===== config.mk =====
export PLATFORM = sky130hd
export DESIGN_NAME = game_mm_regs
export DESIGN_NICKNAME = d
export VERILOG_FILES = /design/src/rtl/game_mm_pkg.sv /design/src/rtl/game_evt_fifo.sv /design/src/rtl/game_mm_regs.sv
export SDC_FILE = /design/constraint.sdc
export NUM_CORES = 1
export LEC_CHECK = 0
export CAP_MARGIN = 15
export CORE_MARGIN = 2
export CORE_UTILIZATION = 44
export CTS_CLUSTER_SIZE = 20
export DETAILED_ROUTE_END_ITERATION = 7
export SLEW_MARGIN = 20
export SYNTH_ARGS = -nofsm -noshare
export SYNTH_HDL_FRONTEND = slang
export SYNTH_SLANG_ARGS = --single-unit

===== constraint.sdc =====
create_clock -name clk_clk -period 12 [get_ports clk_clk]
set_input_delay 2.4 -clock clk_clk [delete_from_list [all_inputs] [get_ports clk_clk]]
set_output_delay 2.4 -clock clk_clk [all_outputs]
set_load 0.02 [all_outputs]

===== src/rtl/game_mm_pkg.sv =====
// game_mm_pkg: shared constants for the game_mm_regs register bank.
// Holds word addresses, the ID constant, CTRL/STATUS bit positions, the
// TICK_DIV reset value and a byte-enable merge helper.
package game_mm_pkg;

    localparam logic [4:0] AddrId      = 5'h00;
    localparam logic [4:0] AddrCtrl    = 5'h01;
    localparam logic [4:0] AddrStatus  = 5'h02;
    localparam logic [4:0] AddrEvent   = 5'h03;
    localparam logic [4:0] AddrTickDiv = 5'h04;
    localparam logic [4:0] AddrTickCnt = 5'h05;
    localparam logic [4:0] AddrOvfClr  = 5'h06;

    localparam logic [31:0] IdValue    = 32'h4741_4D45;
    localparam logic [31:0] TickDivRst = 32'h0000_C34F;

    localparam int unsigned CtrlTickEn  = 0;
    localparam int unsigned CtrlIrqEn   = 1;
    localparam int unsigned CtrlFifoClr = 2;

    localparam int unsigned StatEmpty  = 8;
    localparam int unsigned StatFull   = 9;
    localparam int unsigned StatOvf    = 10;
    localparam int unsigned StatCntLsb = 16;

    // Merge a write into an existing word, one byte lane per enable bit.
    function automatic logic [31:0] apply_be(input logic [31:0] old_val,
                                             input logic [31:0] wdata,
                                             input logic [3:0]  be);
        logic [31:0] r;
        for (int i = 0; i < 4; i++) begin
            r[8*i +: 8] = be[i] ? wdata[8*i +: 8] : old_val[8*i +: 8];
        end
        return r;
    endfunction

endpackage


===== src/rtl/game_evt_fifo.sv =====
// game_evt_fifo: synchronous FIFO for button press events.
// Ports: clk, reset (sync, active-high), clear (empties the FIFO, beats push/pop),
// push/wdata, pop/rdata (show-ahead), full, empty, count.
// A push while full is dropped unless a pop happens in the same cycle.
module game_evt_fifo
    import game_mm_pkg::*;
#(
    parameter int unsigned Width = 21,
    parameter int unsigned Depth = 16
) (
    input  logic                     clk,
    input  logic                     reset,
    input  logic                     clear,
    input  logic                     push,
    input  logic [Width-1:0]         wdata,
    input  logic                     pop,
    output logic [Width-1:0]         rdata,
    output logic                     full,
    output logic                     empty,
    output logic [$clog2(Depth):0]   count
);

    localparam int unsigned AW = $clog2(Depth);
    localparam logic [AW:0] PtrOne = 1;

    logic [AW:0]      wr_ptr_q, rd_ptr_q;
    logic [Width-1:0] mem [Depth];
    logic             do_push, do_pop;

    // Pointers carry one extra wrap bit to tell full from empty.
    assign empty   = (wr_ptr_q == rd_ptr_q);
    assign full    = (wr_ptr_q[AW] != rd_ptr_q[AW]) &&
                     (wr_ptr_q[AW-1:0] == rd_ptr_q[AW-1:0]);
    assign count   = wr_ptr_q - rd_ptr_q;
    assign do_pop  = pop & ~empty;
    assign do_push = push & (~full | pop);
    assign rdata   = mem[rd_ptr_q[AW-1:0]];

    always_ff @(posedge clk) begin
        if (reset || clear) begin
            wr_ptr_q <= '0;
            rd_ptr_q <= '0;
        end else begin
            if (do_push) wr_ptr_q <= wr_ptr_q + PtrOne;
            if (do_pop)  rd_ptr_q <= rd_ptr_q + PtrOne;
        end
    end

    // When full with push+pop, the write slot equals the read slot; the
    // popped word is sampled from the old contents at the same edge.
    always_ff @(posedge clk) begin
        if (do_push && !clear) mem[wr_ptr_q[AW-1:0]] <= wdata;
    end

endmodule


===== src/rtl/game_mm_regs.sv =====
// game_mm_regs: Avalon-MM slave register bank for the game fabric.
// Ports: clk_clk, reset_reset (sync, active-high); s_mmo_* Avalon-MM slave with
// fixed read latency 1; btn_in raw async buttons; irq level interrupt.
// Debounces buttons, queues press masks with a tick timestamp, runs the tick
// counter and holds scratch registers.
module game_mm_regs
    import game_mm_pkg::*;
#(
    parameter int unsigned BTN_W           = 5,
    parameter int unsigned FIFO_DEPTH      = 16,
    parameter int unsigned DEBOUNCE_CYCLES = 50000
) (
    input  logic              clk_clk,
    input  logic              reset_reset,
    input  logic              s_mmo_write,
    input  logic              s_mmo_read,
    input  logic [4:0]        s_mmo_address,
    input  logic [31:0]       s_mmo_writedata,
    input  logic [3:0]        s_mmo_byteenable,
    output logic [31:0]       s_mmo_readdata,
    input  logic [BTN_W-1:0]  btn_in,
    output logic              irq
);

    localparam int unsigned DbW  = (DEBOUNCE_CYCLES > 1) ? $clog2(DEBOUNCE_CYCLES) : 1;
    localparam int unsigned CntW = $clog2(FIFO_DEPTH) + 1;
    localparam int unsigned EvtW = BTN_W + 16;
    localparam logic [DbW-1:0] DbLast = DbW'(DEBOUNCE_CYCLES - 1);
    localparam logic [DbW-1:0] DbOne  = 1;

    logic [BTN_W-1:0] sync1_q, sync2_q, db_level_q, db_level_d, db_prev_q;
    logic [DbW-1:0]   db_cnt_q [BTN_W];
    logic [DbW-1:0]   db_cnt_d [BTN_W];
    logic             tick_en_q, irq_en_q, ovf_q, irq_q;
    logic [31:0]      tick_div_q, presc_q, tick_cnt_q, readdata_q, rd_mux;
    logic [31:0]      status_word, event_word;
    logic [31:0]      scratch_q [8];

    logic [BTN_W-1:0] press_mask;
    logic             push, pop, fifo_clear, ovf_set, ovf_clr;
    logic             wr_ctrl, wr_tick_div, wr_scratch;
    logic [EvtW-1:0]  fifo_rdata;
    logic             fifo_full, fifo_empty;
    logic [CntW-1:0]  fifo_count;

    // Debounced level follows the synchronized input only after it has
    // disagreed for DEBOUNCE_CYCLES consecutive clocks.
    always_comb begin
        db_level_d = db_level_q;
        for (int i = 0; i < BTN_W; i++) begin
            db_cnt_d[i] = '0;
            if (sync2_q[i] != db_level_q[i]) begin
                if (db_cnt_q[i] == DbLast) db_level_d[i] = sync2_q[i];
                else                       db_cnt_d[i] = db_cnt_q[i] + DbOne;
            end
        end
    end

    assign press_mask  = db_level_q & ~db_prev_q;
    assign push        = |press_mask;
    assign pop         = s_mmo_read && (s_mmo_address == AddrEvent) && !fifo_empty;
    assign wr_ctrl     = s_mmo_write && (s_mmo_address == AddrCtrl);
    assign wr_tick_div = s_mmo_write && (s_mmo_address == AddrTickDiv);
    assign wr_scratch  = s_mmo_write && (s_mmo_address[4:3] == 2'b01);
    assign fifo_clear  = wr_ctrl && s_mmo_byteenable[0] && s_mmo_writedata[CtrlFifoClr];
    assign ovf_clr     = s_mmo_write && (s_mmo_address == AddrOvfClr) &&
                         s_mmo_byteenable[0] && s_mmo_writedata[0];
    assign ovf_set     = push && fifo_full && !pop && !fifo_clear;

    game_evt_fifo #(
        .Width (EvtW),
        .Depth (FIFO_DEPTH)
    ) u_fifo (
        .clk   (clk_clk),
        .reset (reset_reset),
        .clear (fifo_clear),
        .push  (push),
        .wdata ({tick_cnt_q[15:0], press_mask}),
        .pop   (pop),
        .rdata (fifo_rdata),
        .full  (fifo_full),
        .empty (fifo_empty),
        .count (fifo_count)
    );

    always_comb begin
        status_word                    = '0;
        status_word[BTN_W-1:0]         = db_level_q;
        status_word[StatEmpty]         = fifo_empty;
        status_word[StatFull]          = fifo_full;
        status_word[StatOvf]           = ovf_q;
        status_word[StatCntLsb +: 8]   = 8'(fifo_count);
        event_word                     = '0;
        event_word[31:16]              = fifo_rdata[BTN_W +: 16];
        event_word[BTN_W-1:0]          = fifo_rdata[BTN_W-1:0];
    end

    always_comb begin
        rd_mux = '0;
        case (s_mmo_address)
            AddrId:      rd_mux = IdValue;
            AddrCtrl: begin
                rd_mux[CtrlTickEn] = tick_en_q;
                rd_mux[CtrlIrqEn]  = irq_en_q;
            end
            AddrStatus:  rd_mux = status_word;
            AddrEvent:   if (!fifo_empty) rd_mux = event_word;
            AddrTickDiv: rd_mux = tick_div_q;
            AddrTickCnt: rd_mux = tick_cnt_q;
            default:     if (s_mmo_address[4:3] == 2'b01) rd_mux = scratch_q[s_mmo_address[2:0]];
        endcase
    end

    always_ff @(posedge clk_clk) begin
        if (reset_reset) begin
            sync1_q    <= '0;
            sync2_q    <= '0;
            db_level_q <= '0;
            db_prev_q  <= '0;
            for (int i = 0; i < BTN_W; i++) db_cnt_q[i] <= '0;
            tick_en_q  <= 1'b0;
            irq_en_q   <= 1'b0;
            tick_div_q <= TickDivRst;
            presc_q    <= '0;
            tick_cnt_q <= '0;
            ovf_q      <= 1'b0;
            readdata_q <= '0;
            irq_q      <= 1'b0;
            for (int i = 0; i < 8; i++) scratch_q[i] <= '0;
        end else begin
            sync1_q    <= btn_in;
            sync2_q    <= sync1_q;
            db_level_q <= db_level_d;
            db_prev_q  <= db_level_q;
            for (int i = 0; i < BTN_W; i++) db_cnt_q[i] <= db_cnt_d[i];

            if (wr_ctrl && s_mmo_byteenable[0]) begin
                tick_en_q <= s_mmo_writedata[CtrlTickEn];
                irq_en_q  <= s_mmo_writedata[CtrlIrqEn];
            end

            if (wr_tick_div) begin
                tick_div_q <= apply_be(tick_div_q, s_mmo_writedata, s_mmo_byteenable);
                presc_q    <= '0;
            end else if (tick_en_q) begin
                if (presc_q == tick_div_q) begin
                    presc_q    <= '0;
                    tick_cnt_q <= tick_cnt_q + 32'd1;
                end else begin
                    presc_q    <= presc_q + 32'd1;
                end
            end

            // A dropped event outranks a same-cycle clear request.
            if (ovf_set)      ovf_q <= 1'b1;
            else if (ovf_clr) ovf_q <= 1'b0;

            if (wr_scratch) begin
                scratch_q[s_mmo_address[2:0]] <= apply_be(scratch_q[s_mmo_address[2:0]],
                                                          s_mmo_writedata, s_mmo_byteenable);
            end

            if (s_mmo_read) readdata_q <= rd_mux;
            irq_q <= irq_en_q & ~fifo_empty;
        end
    end

    assign s_mmo_readdata = readdata_q;
    assign irq            = irq_q;

endmodule


# ---- Word-level counts from Yosys, hierarchy flattened
# Memory sizes are Yosys's and may differ from the RTL's. A register that Yosys moved wholly into a read port is not among the register bits.
# Index checks and enable logic that the tools add are counted.
# W data, S select, Z words.
dict set report word_totals {
  ff_bits 162
  ram_bits 672
  input_bits 50
  output_inout_bits 33
  wordCells 142
  n_memories 3
}
# memory words width read_ports rd_clocked_by_memory_dff wr line
set memory_table {}
lappend memory_table {u_fifo.mem 16 21 1 1 1 game_evt_fifo.sv:27} ;# logic [Width-1:0] mem [Depth];
lappend memory_table {scratch_q 8 32 1 0 8 game_mm_regs.sv:37} ;# logic [31:0] scratch_q [8];
lappend memory_table {db_cnt_q 5 16 5 0 5 game_mm_regs.sv:32} ;# logic [DbW-1:0] db_cnt_q [BTN_W];
dict set report classes {
  addsub 10
  eq_ne 21
  mux 39
  n_bitwise 14
  reduce_logical 34
}
# cell count
set op_table {}
lappend op_table {{$mux W16} 15}
lappend op_table {{$pmux W30 S6} 1}
lappend op_table {{$mux W32} 4}
lappend op_table {{$add A16 B1 Y16 const B} 5}
lappend op_table {{$eq A16 B16 Y1 const B} 5}
lappend op_table {{$add A32 B1 Y32 const B} 2}
lappend op_table {{$eq A32 B32 Y1} 1}
lappend op_table {{$mux W8} 4}
lappend op_table {{$reduce_or A32 Y1} 1}
lappend op_table {{$reduce_and A2 Y1} 9}
lappend op_table {{$eq A5 B3 Y1 const B} 3}
lappend op_table {{$logic_and A1 B1 Y1} 15}
lappend op_table {{$pmux W2 S6} 1}
lappend op_table {{$mux W1} 11}
lappend op_table {{$add A5 B1 Y5 const B} 2}
lappend op_table {{$eq A5 B2 Y1 const B} 2}
lappend op_table {{$mux W4} 2}
lappend op_table {{$ne A1 B1 Y1} 6}
lappend op_table {{$or A1 B1 Y1} 6}
lappend op_table {{$and A5 B5 Y5} 1}
lappend op_table {{$eq A5 B1 Y1 const B} 1}
lappend op_table {{$eq A5 B5 Y1} 1}
lappend op_table {{$logic_not A5 Y1} 1}
lappend op_table {{$not A5 Y5} 1}
lappend op_table {{other kinds (12)} 18}

# ---- Depth between registers and ports, before layout
dict set report depth {
  ltp_word 8
  mapped_depth 10
}

# ---- By module
# Synthesis repeated with hierarchy kept, for this count alone.
dict set report unflattened {
  cells_unflattened 2575
  area_unflattened_um2 35034.9
}
# module n_inst cells_each area_each_um2 seq_area_each_um2
set modules_own_cells {}
lappend modules_own_cells {game_mm_regs 1 1956 21607.0 12331.8}
lappend modules_own_cells {game_evt_fifo 1 619 13427.9 10369.9}

# ---- Least setup slack after synthesis
# OpenSTA, ideal clock, no wires.
dict set report synth_path {
  path_kind {input to register}
  from {in s_mmo_address[0]}
  to {mem u_fifo.mem[0][0] (enable)}
  setup_ns 0.425
  t_arrival_ns 5.344
  path_slack_ns 6.231
  path_stages 8
  n_path_buf 2
  cell_sequence {buf_2 > buf_2 > nor3b_1 > o2111ai_1 > a22oi_2 > and2_1 > nand2_1 > nor3_1}
}
dict set report synth_between {
  elab_chain_len 8
}
# element line
set synth_rtl {}
lappend synth_rtl {{from (decl)} game_mm_regs.sv:17} ;# input logic [4:0] s_mmo_address,
lappend synth_rtl {{$eq A5 B2 Y1 / $eq A5 B1 Y1 (equally long branches)} {game_mm_regs.sv:61, game_mm_regs.sv:62}}
lappend synth_rtl {{$logic_and A1 B1 Y1, on equally long branches} {game_mm_regs.sv:61, game_mm_regs.sv:62}}
lappend synth_rtl {{$logic_and A1 B1 Y1, on equally long branches} {game_mm_regs.sv:61, game_mm_regs.sv:65}}
lappend synth_rtl {{$or A1 B1 Y1 / $logic_and A1 B1 Y1 (equally long branches)} {game_evt_fifo.sv:36, game_mm_regs.sv:65}}
lappend synth_rtl {{$and A1 B1 Y1 / $logic_not A1 Y1 (equally long branches)} {game_evt_fifo.sv:36, game_evt_fifo.sv:52}}
lappend synth_rtl {{$logic_and A1 B1 Y1 (*)} game_evt_fifo.sv:52} ;# if (do_push && !clear) mem[wr_ptr_q[AW-1:0]] <= wdata;
lappend synth_rtl {{$mux W1 (*)} game_evt_fifo.sv:52}
lappend synth_rtl {{$mux W1 (implied by the code) (*)} game_evt_fifo.sv:52}
lappend synth_rtl {{to (decl)} game_evt_fifo.sv:27}
# Every way passes the cells marked *; elsewhere a longest branch is shown, timed or not.

# ---- Worst setup path in the final report
dict set report layout_path {
  from {in s_mmo_address[4]}
  to {mem u_fifo.mem[0][10] (enable)}
}
# Same word-level chain as after synthesis.

==> impl_metrics.ini <==
[floorplan]
dieHeight_um = 285
fp-row-count = 103
die_area_um2 = 81500
core_area_um2 = 78700
pin_count = 83
initial_core_util_pct = 44.3
dieWidth_um = 285

[worst_setup_path]
cp_slowest_cell = nor3_2
rr_worst_depth = 9
critPathKind = in2reg
rr_startpoint = u_fifo.wr_ptr_q[0]
cp_cell_sequence = clkdlybuf4s50_1 -> nor3b_1 -> o2111ai_1 -> a22oi_2 -> and2_1 -> nand2_1 -> nor3_2 -> buf_4
rrSetupSlack_ns = 8.08
cp-start-kind = input port
worstPathArrival_ns = 5.59
worst-path-buf-inv = 2
crit_path_end_kind = register
worstPathRequired_ns = 12.31
path_delay_family = simple AND/OR/NAND/NOR gates
r2r-end = u_fifo.mem[0][10]
critical_path.max_stage_delay_ns = 0.65
crit_fanout = 14

[sta]
finalClockSkew_ns = 0.0413
worst_pin_slew_ns = 1.14
rsz0062_at_grt = false
slew_headroom_pct = 23.9
setup_violations = 0
finalSetupTns_ns = 0
clock.fmax_ghz = 0.189
hold_viol_final = 0
maxSlewViolCount = 0
finalCriticalPeriod_ns = 5.28
fin_crit_sh_pct = 44.0

[clock_network]
clk_latency_ns = 0.65
cts_max_level = 3
cts_hold_buf = 0
numCtsBuffers = 87
path_clk_slew_ns = 0.06
cts_resized = 0
cts_root_buffer = clkbuf_16
clock_path_buffers = 3
cts_setup_buffers = 0
clock-sinks = 838
cts_tree = yes

[layout]
final_cell_mix = edfxtp_1, nor2_1, dfxtp_1, mux4_2, nand2_1
layout_commonest_cell = edfxtp_1
post-route-util_pct = 50.5
fin_nets = 2715
drive_gt1_share_pct = 15.0
area_growth_pct = 14.1

[synth]
synth-seq-cells = 838
ys_types = 55
syn_area_um2 = 34900
syn-num-nets = 2631
ys_seq_area_share_pct = 65.1
synthFlopType = edfxtp_1
syn_inst = 2564
yosysWarnings = 0
synth-edff-count = 592
synthArstFlopShare_pct = 0
syn_avg_cell_area_um2 = 13.6

[hold_path]
hp-start = sync1_q[2]
hp-class = reg2reg
min_to = sync2_q[2]
hold_depth = 1

[drt]
totalWireLength_mm = 95.0
wl_per_cell_um = 25.2
dr.pass1.iters = 5
ant_nets = 0
remaining_drc_errors = 0
via_per_inst = 5.86
drtIter0Drc = 2444
vias = 22098

[flow_run]
maxCapViolCount = 0

[grt]
overflow = 0
antenna_found_initial = 2
grt_usage_pct = 23.1
grt_pass1_wl_mm = 140
grt_max_degree = 86
grt_pass1_vias = 21692

[run_status]
status = completed

[pwr]
ir_drop_v = 0.000107
p_per_area_nw_per_um2 = 152
p_leak_nw = 13.4

[placed_design]
gp_congestion = 0.856
portBuffers = 82
dp_hpwl_mm = 60.2
==> synth_stat cells (10+ instances only) <==
cell type,number,share of area [%]
inv_1,31,0.33
xnor2_1,63,1.6
mux2i_1,41,1.2
or3_1,35,0.63
a22oi_1,30,0.65
dfxtp_1,246,14
nand2_1,132,1.4
ha_1,16,0.57
buf_1,13,0.14
mux2_2,33,1.1
a22o_1,21,0.53
a221oi_1,23,0.58
nand3_1,83,1.2
nand2b_1,15,0.27
and3_1,23,0.41
o21ai_0,35,0.50
nor4_1,10,0.18
nor2b_1,32,0.57
clkbuf_1,105,1.1
nand4_1,52,0.93
nor2_1,463,5.0
a21oi_1,71,1.0
edfxtp_1,592,51
nor3_1,41,0.59
buf_2,23,0.33
mux4_2,148,9.6
xor2_1,82,2.1
or4_1,10,0.22
==> metrics by stage <==
step	cells	area (µm²)	worst slack [ns]	hold WS, ns	total power [mW]
CTS	3770	39800	6.81	0.453	6.10
global route	3771	39800	6.49	0.470	6.23
floorplan	2564	34900	6.23	0.413	3.33
global placement	3609	36900	6.09	0.424	3.44
detailed placement	3609	36900	6.15	0.426	3.44
finish	3771	39800	6.72	0.447	6.06
==> kinds of logic after synthesis <==
family | after synthesis | share of synthesized area (%)
xor+xnor | 145 | 3.64
buf+inv | 172 | 1.93
flops | 838 | 65.1
compound gates | 238 | 4.61
mux | 222 | 11.8
fa+ha+maj | 17 | 0.632
simple gates | 932 | 12.3
==> state kept, by name (all words and copies together), names as in the netlist, named ones only <==
| signal | count |
|---|---|
| u_fifo.mem | 336 |
| scratch_q | 256 |
| db_cnt_q | 80 |
| presc_q | 32 |
| s_mmo_readdata | 32 |
| tick_cnt_q | 32 |
| tick_div_q | 32 |
| db_level_q | 5 |
| db_prev_q | 5 |
| sync1_q | 5 |
| sync2_q | 5 |
| u_fifo.rd_ptr_q | 5 |
| u_fifo.wr_ptr_q | 5 |
| irq | 1 |
| irq_en_q | 1 |
| ovf_q | 1 |
| tick_en_q | 1 |
==> metal layers <==
metal  part of all wire, %  global-route usage, %  wire length (µm)  up-vias
met4                   3.4                   8.44              3210        2
met1                    42                   31.0             39600    11295
met3                   7.0                   4.09              6610      163
li1                      -                      -                 -     9756
met5                 0.012                      0                11        -
met2                    48                   37.9             45500      882
==> final cells by class <==
type / instances / area (µm²)
Fill cell: 6678 / 39000
Inverter: 31 / 116
Multi-Input combinational cell: 1554 / 11600
Clock buffer: 123 / 2430
Clock inverter: 38 / 408
Antenna cell: 1 / 2.50
Timing Repair Buffer: 136 / 1210
Sequential cell: 838 / 22700
Tap cell: 1050 / 1310
==> worst max-delay path by stage <==
stage | start | endpoint | slack [ns] | cells past startpoint
after floorplan | s_mmo_address[0] | u_fifo.mem[0][0] | 6.23 | 8
after global placement | s_mmo_address[0] | u_fifo.mem[11][12] | 6.09 | 7
after detailed placement | s_mmo_address[0] | u_fifo.mem[0][10] | 6.15 | 8
after CTS | s_mmo_address[0] | u_fifo.mem[0][10] | 6.81 | 8
after global routing | s_mmo_address[0] | u_fifo.mem[0][10] | 6.49 | 8
final | s_mmo_address[4] | u_fifo.mem[0][10] | 6.72 | 8
==> power breakdown <==
group          internal (mW)  leakage, nW  switching, mW
registers               3.11         7.92         0.0178
clock network           1.55         1.39           1.13
logic                 0.0901         4.06          0.161
total                   4.75         13.4           1.31
No activity file was read; power rests on OpenSTA's default activity.
